==> src/rtl/rv_core_pkg.sv <==
// Shared RV32I core definitions: sequencer states and the opcodes used by
// the sequencer, decoder and immediate generator.
package rv_core_pkg;

    typedef enum logic [2:0] {
        IDLE,
        FETCH,
        WAIT,
        EXEC,
        HALT
    } pc_state_e;

    localparam logic [6:0] OP_LOAD   = 7'b0000011;
    localparam logic [6:0] OP_IMM    = 7'b0010011;
    localparam logic [6:0] OP_STORE  = 7'b0100011;
    localparam logic [6:0] OP_BRANCH = 7'b1100011;
    localparam logic [6:0] OP_REG    = 7'b0110011;
    localparam logic [6:0] OP_SYSTEM = 7'b1110011;

    function automatic logic op_known(input logic [6:0] op);
        return (op == OP_LOAD) || (op == OP_IMM) || (op == OP_STORE) ||
               (op == OP_BRANCH) || (op == OP_REG) || (op == OP_SYSTEM);
    endfunction

    // Opcodes that produce a register-file result
    function automatic logic op_writes_rd(input logic [6:0] op);
        return (op == OP_LOAD) || (op == OP_IMM) || (op == OP_REG);
    endfunction

endpackage

==> src/rtl/pc_seq_next_pc.sv <==
// Next-PC datapath: sequential pc+4 and branch pc+imm select, with an
// alignment check on the selected target. Arithmetic wraps mod 2^XLEN.
module pc_seq_next_pc #(
    parameter int XLEN = 32
) (
    input  logic [XLEN-1:0] pc,
    input  logic [31:0]     imm,
    input  logic            take_branch,
    output logic [XLEN-1:0] seq_pc,
    output logic [XLEN-1:0] target,
    output logic            misaligned
);

    logic signed [XLEN-1:0] imm_ext;

    assign imm_ext    = XLEN'($signed(imm));
    assign seq_pc     = pc + XLEN'(4);
    assign target     = take_branch ? (pc + imm_ext) : seq_pc;
    assign misaligned = (target[1:0] != 2'b00);

endmodule

==> src/rtl/pc_sequencer.sv <==
// Fetch/execute sequencer for the RV32I core: owns the PC, runs the imem
// handshake, latches the instruction and retires it. Optional perf counters
// (retired_cnt, branch_cnt) are built when PC_SEQ_PERF_EN is defined.
module pc_sequencer
    import rv_core_pkg::*;
#(
    parameter int              XLEN            = 32,
    parameter logic [XLEN-1:0] RESET_PC        = '0,
    parameter bit              HALT_ON_ILLEGAL = 1'b1
) (
    input  logic            clk,
    input  logic            rst_n,
    output logic            imem_req_valid,
    input  logic            imem_req_ready,
    output logic [XLEN-1:0] imem_addr,
    input  logic            imem_rsp_valid,
    input  logic [31:0]     imem_rsp_data,
    output logic [31:0]     instr,
    output logic            instr_valid,
    input  logic [31:0]     imm,
    input  logic            branch_taken,
    input  logic            dmem_busy,
    output logic            wb_en,
    output logic [XLEN-1:0] pc,
    output logic            halted
`ifdef PC_SEQ_PERF_EN
    ,
    output logic [31:0]     retired_cnt,
    output logic [31:0]     branch_cnt
`endif
);

    pc_state_e       state, state_nx;
    logic [6:0]      opcode;
    logic            take_branch;
    logic            exec_done;
    logic            illegal;
    logic            halt_now;
    logic            retire;
    logic [XLEN-1:0] seq_pc;
    logic [XLEN-1:0] target;
    logic            misaligned;

    assign opcode      = instr[6:0];
    assign take_branch = (opcode == OP_BRANCH) && branch_taken;
    assign exec_done   = (state == EXEC) && !dmem_busy;
    // pc+4 from an aligned pc is always aligned, so misalignment only comes from a taken branch
    assign illegal     = !op_known(opcode) || misaligned;
    assign halt_now    = (opcode == OP_SYSTEM) || (HALT_ON_ILLEGAL && illegal);
    assign retire      = exec_done && !halt_now;

    pc_seq_next_pc #(.XLEN(XLEN)) u_next_pc (
        .pc          (pc),
        .imm         (imm),
        .take_branch (take_branch),
        .seq_pc      (seq_pc),
        .target      (target),
        .misaligned  (misaligned)
    );

    always_ff @(posedge clk or negedge rst_n) begin
        if (!rst_n) state <= IDLE;
        else        state <= state_nx;
    end

    always_comb begin
        state_nx       = state;
        imem_req_valid = 1'b0;
        instr_valid    = 1'b0;
        case (state)
            IDLE:  state_nx = FETCH;
            FETCH: begin
                imem_req_valid = 1'b1;
                if (imem_req_ready) state_nx = WAIT;
            end
            WAIT:  if (imem_rsp_valid) state_nx = EXEC;
            EXEC: begin
                instr_valid = 1'b1;
                if (exec_done) state_nx = halt_now ? HALT : FETCH;
            end
            HALT:  state_nx = HALT;
            default: state_nx = IDLE;
        endcase
    end

    always_ff @(posedge clk or negedge rst_n) begin
        if (!rst_n) begin
            pc    <= RESET_PC;
            instr <= '0;
        end else begin
            if ((state == WAIT) && imem_rsp_valid) instr <= imem_rsp_data;
            // A misaligned target only survives to here with HALT_ON_ILLEGAL=0: fall through to pc+4
            if (retire) pc <= misaligned ? seq_pc : target;
        end
    end

    assign imem_addr = pc;
    assign wb_en     = exec_done && op_writes_rd(opcode);
    assign halted    = (state == HALT);

`ifdef PC_SEQ_PERF_EN
    always_ff @(posedge clk or negedge rst_n) begin
        if (!rst_n) begin
            retired_cnt <= '0;
            branch_cnt  <= '0;
        end else if (retire) begin
            retired_cnt <= retired_cnt + 32'd1;
            if (take_branch && !misaligned) branch_cnt <= branch_cnt + 32'd1;
        end
    end
`endif

endmodule
==> config.mk <==
export PLATFORM = sky130hd
export DESIGN_NAME = pc_sequencer
export DESIGN_NICKNAME = d
export VERILOG_FILES = /design/src/rtl/rv_core_pkg.sv /design/src/rtl/pc_seq_next_pc.sv /design/src/rtl/pc_sequencer.sv
export SDC_FILE = /design/constraint.sdc
export NUM_CORES = 1
export LEC_CHECK = 0
export CORE_MARGIN = 2
export CORE_UTILIZATION = 42
export CTS_CLUSTER_SIZE = 40
export DETAILED_ROUTE_END_ITERATION = 8
export PLACE_DENSITY = 0.71
export SETUP_SLACK_MARGIN = 0.15
export SLEW_MARGIN = 20
export SYNTH_ARGS = -nofsm -noshare
export SYNTH_HDL_FRONTEND = slang
export SYNTH_SLANG_ARGS = --single-unit
==> constraint.sdc <==
create_clock -name clk -period 4.1 [get_ports clk]
set_input_delay 0.615 -clock clk [delete_from_list [all_inputs] [get_ports clk]]
set_output_delay 0.615 -clock clk [all_outputs]
set_load 0.02 [all_outputs]
==> flow_metrics.env <==
export IMPL_cp_required_ns=4.31
export IMPL_die_h_um=115
export IMPL_dpl_hpwl_mm=11.3
export IMPL_synth_top_family_by_area="compound AO/OA/AOI/OAI gates"
export IMPL_cts_max_path_buffers=2
export IMPL_layoutNonFillerInstCount=885
export IMPL_cts_tree="done"
export IMPL_synth_edf_count=0
export IMPL_routed_via_density=5.74
export IMPL_drv_cap=0
export IMPL_cts_made_buffers=9
export IMPL_yosys_most_used_dff="dfrtp_1"
export IMPL_synth_xor_area_frac=0.0390
export IMPL_multi_input_area_um2=3130
export IMPL_synth_compound_area_frac=0.253
export IMPL_ir_worst_vdd_mv=0.456
export IMPL_fp_row_count=40
export IMPL_crit_type="in2reg"
export IMPL_fp_dieW_um=115
export IMPL_ys_async_sr_fraction=1.00
export IMPL_nets=836
export IMPL_status="complete, no violations"
export IMPL_h_tree_depth=3
export IMPL_slew_violations=0
export IMPL_crit_path_end_kind="flop"
export IMPL_start_util=0.430
export IMPL_synth_simple_gate_area_share=0.160
export IMPL_fin_skew_ns=0.0100
export IMPL_ant_nets=0
export IMPL_place_congestion=0.921
export IMPL_crit_fanout=4
export IMPL_post_route_period_util=0.815
export IMPL_io_buffers=169
export IMPL_ys_seq_elements=67
export IMPL_yosysWarnings=0
export IMPL_postCtsSetupRepairBufs=0
export IMPL_final_cell_mix="168 x clkdlybuf4s50_1, 81 x a21oi_1, 67 x dfrtp_1"
export IMPL_path_clk_slew_ns=0.06
export IMPL_power_leakage_nw=2.99
export IMPL_finalHoldViolCount=0
export IMPL_rsz0062_at_grt="no"
export IMPL_synth_top_area_share=0.324
export IMPL_n_antenna_cell=0
export IMPL_crit_path_start_kind="input pin"
export IMPL_syn2layout_area_growth_pct=37.7
export IMPL_setup_viol=0
export IMPL_wire_per_inst_um=16.7
export IMPL_fmax_mhz=299
export IMPL_slew_headroom=0.406
export IMPL_clk_latency_ns=0.34
export IMPL_synth_fp_nets=698
export IMPL_drc=0
export IMPL_syn_mean_instance_area_um2=8.68
export IMPL_yosys_mux_area_fraction=0.0717
export IMPL_tns_ns=0
export IMPL_fillers=1080
export IMPL_drive_above_1_share=0.108
export IMPL_grt_pass1_wl_mm=23.8
export IMPL_layout_commonest_cell="clkdlybuf4s50_1"
export IMPL_yosysUniqueCellTypes=70
export IMPL_ios=170
export IMPL_placed_cells=869
export IMPL_wl_mm=14.7
export IMPL_cts_root_buf="clkbuf_16"
export IMPL_ctsResizeCount=0
export IMPL_cts_sinks=67
export IMPL_dieArea_um2=13200
export IMPL_grt_max_degree=38
export IMPL_ys_seq_area_frac=0.324
export IMPL_min_period_ns=3.34
export IMPL_worstMarginPinSlew_ns=0.891
export IMPL_synth_cells=595
export IMPL_overflow=0
export IMPL_num_vias=5083
export IMPL_hp_class="in2async"
export IMPL_drt_initial_drc_count=298
export IMPL_grt_usage=0.223
export IMPL_p_per_area_nw_per_um2=409
export IMPL_synth_fa_ha_area_frac=0.0814
export IMPL_core_um2=12000
export IMPL_holdBufCountCts=0
export IMPL_yosysTopAreaCell="dfrtp_1"
export IMPL_synth_area_leaders="dfrtp_1 32%, a21oi_1 7.8%, ha_1 7.7%"
export IMPL_antenna_found_initial=0
export IMPL_critical_path_arrival_ns=3.56
export IMPL_first_pass_iters=4
export IMPL_seq_area_um2=1680
export IMPL_grt_pass1_vias=5039
export IMPL_syn_area_um2=5170
==> per-layer routing <==
layer | vias up | track usage | routed length (um)
li1 | 2436 | - | -
met1 | 2436 | 0.263 | 5910
met2 | 189 | 0.394 | 7420
met3 | 22 | 0.0654 | 1210
met4 | 0 | 0.0635 | 212
met5 | - | 0 | 0
==> final cells by class <==
type,instances,area share
multi-input combinational,463,0.440
timing repair buffer,179,0.248
sequential,67,0.236
clock buffer,10,0.0336
tap,147,0.0258
clock inverter,6,0.0102
inverter,13,0.00686
==> report_power, final <==
part	switching (mW)	internal, mW
combinational	0.543	0.594
clock	0.318	0.493
sequential	0.119	0.841
total	0.980	1.93
==> Yosys cell counts (all sizes together), types with 9 or more instances <==
cell and instances:
inv 13, ha 32, o21bai 9, xnor2 14, a21oi 83, nand3 20
mux2 32, and3 10, o21ai 46, nor2 48, clkbuf 17, xor2 9
buf 35, a21o 12, dfrtp 67, nand2 45
==> flip-flops by register name, indices dropped and copies added, names as in the netlist <==
register   cells
imem_addr     32
state          3
instr         32
==> kinds of logic after synthesis <==
kind of cell | after synthesis
flops | 67
xor+xnor | 23
compound gates | 206
buf+inv | 65
simple gates | 168
mux | 33
fa+ha+maj | 33
==> path summary, 6_finish.rpt <==
check                             start             to  slack, ns  cells after the start
setup / recovery                 imm[0]  imem_addr[30]       0.76                     12
hold / removal                    rst_n   imem_addr[2]       0.40                      1
setup reg to reg           imem_addr[0]  imem_addr[30]       0.98                     11
hold reg to reg               instr[23]      instr[23]       0.50                      1
max in group asynchronous         rst_n      instr[29]       2.75                      2
min in group clk              instr[23]      instr[23]       0.50                      1
==> metrics by stage <==
stage | power [mW] | util | worst slack (ns) | hold WS, ns | instance area [um^2]
global route | 3.05 | 0.593 | 0.614 | 0.474 | 7120
detailed placement | 2.11 | 0.567 | 0.388 | 0.495 | 6810
floorplan | 1.56 | - | 1.14 | 0.319 | 5170
finish | 2.91 | 0.593 | 0.758 | 0.404 | 7120
CTS | 2.93 | 0.593 | 0.756 | 0.432 | 7120
global placement | 2.08 | 0.567 | 0.497 | 0.490 | 6810
==> critical path, stage by stage <==
cell	delay (ns)
clkdlybuf4s50_1	0.41
ha_1	0.23
fa_1	0.43
a21o_1	0.21
a21oi_2	0.20
o21a_1	0.22
o21ai_2	0.12
a32o_1	0.26
a41oi_2	0.28
o41ai_2	0.14
a2111oi_2	0.36
nor2_1	0.08
Power figures use the tool's default switching activity.
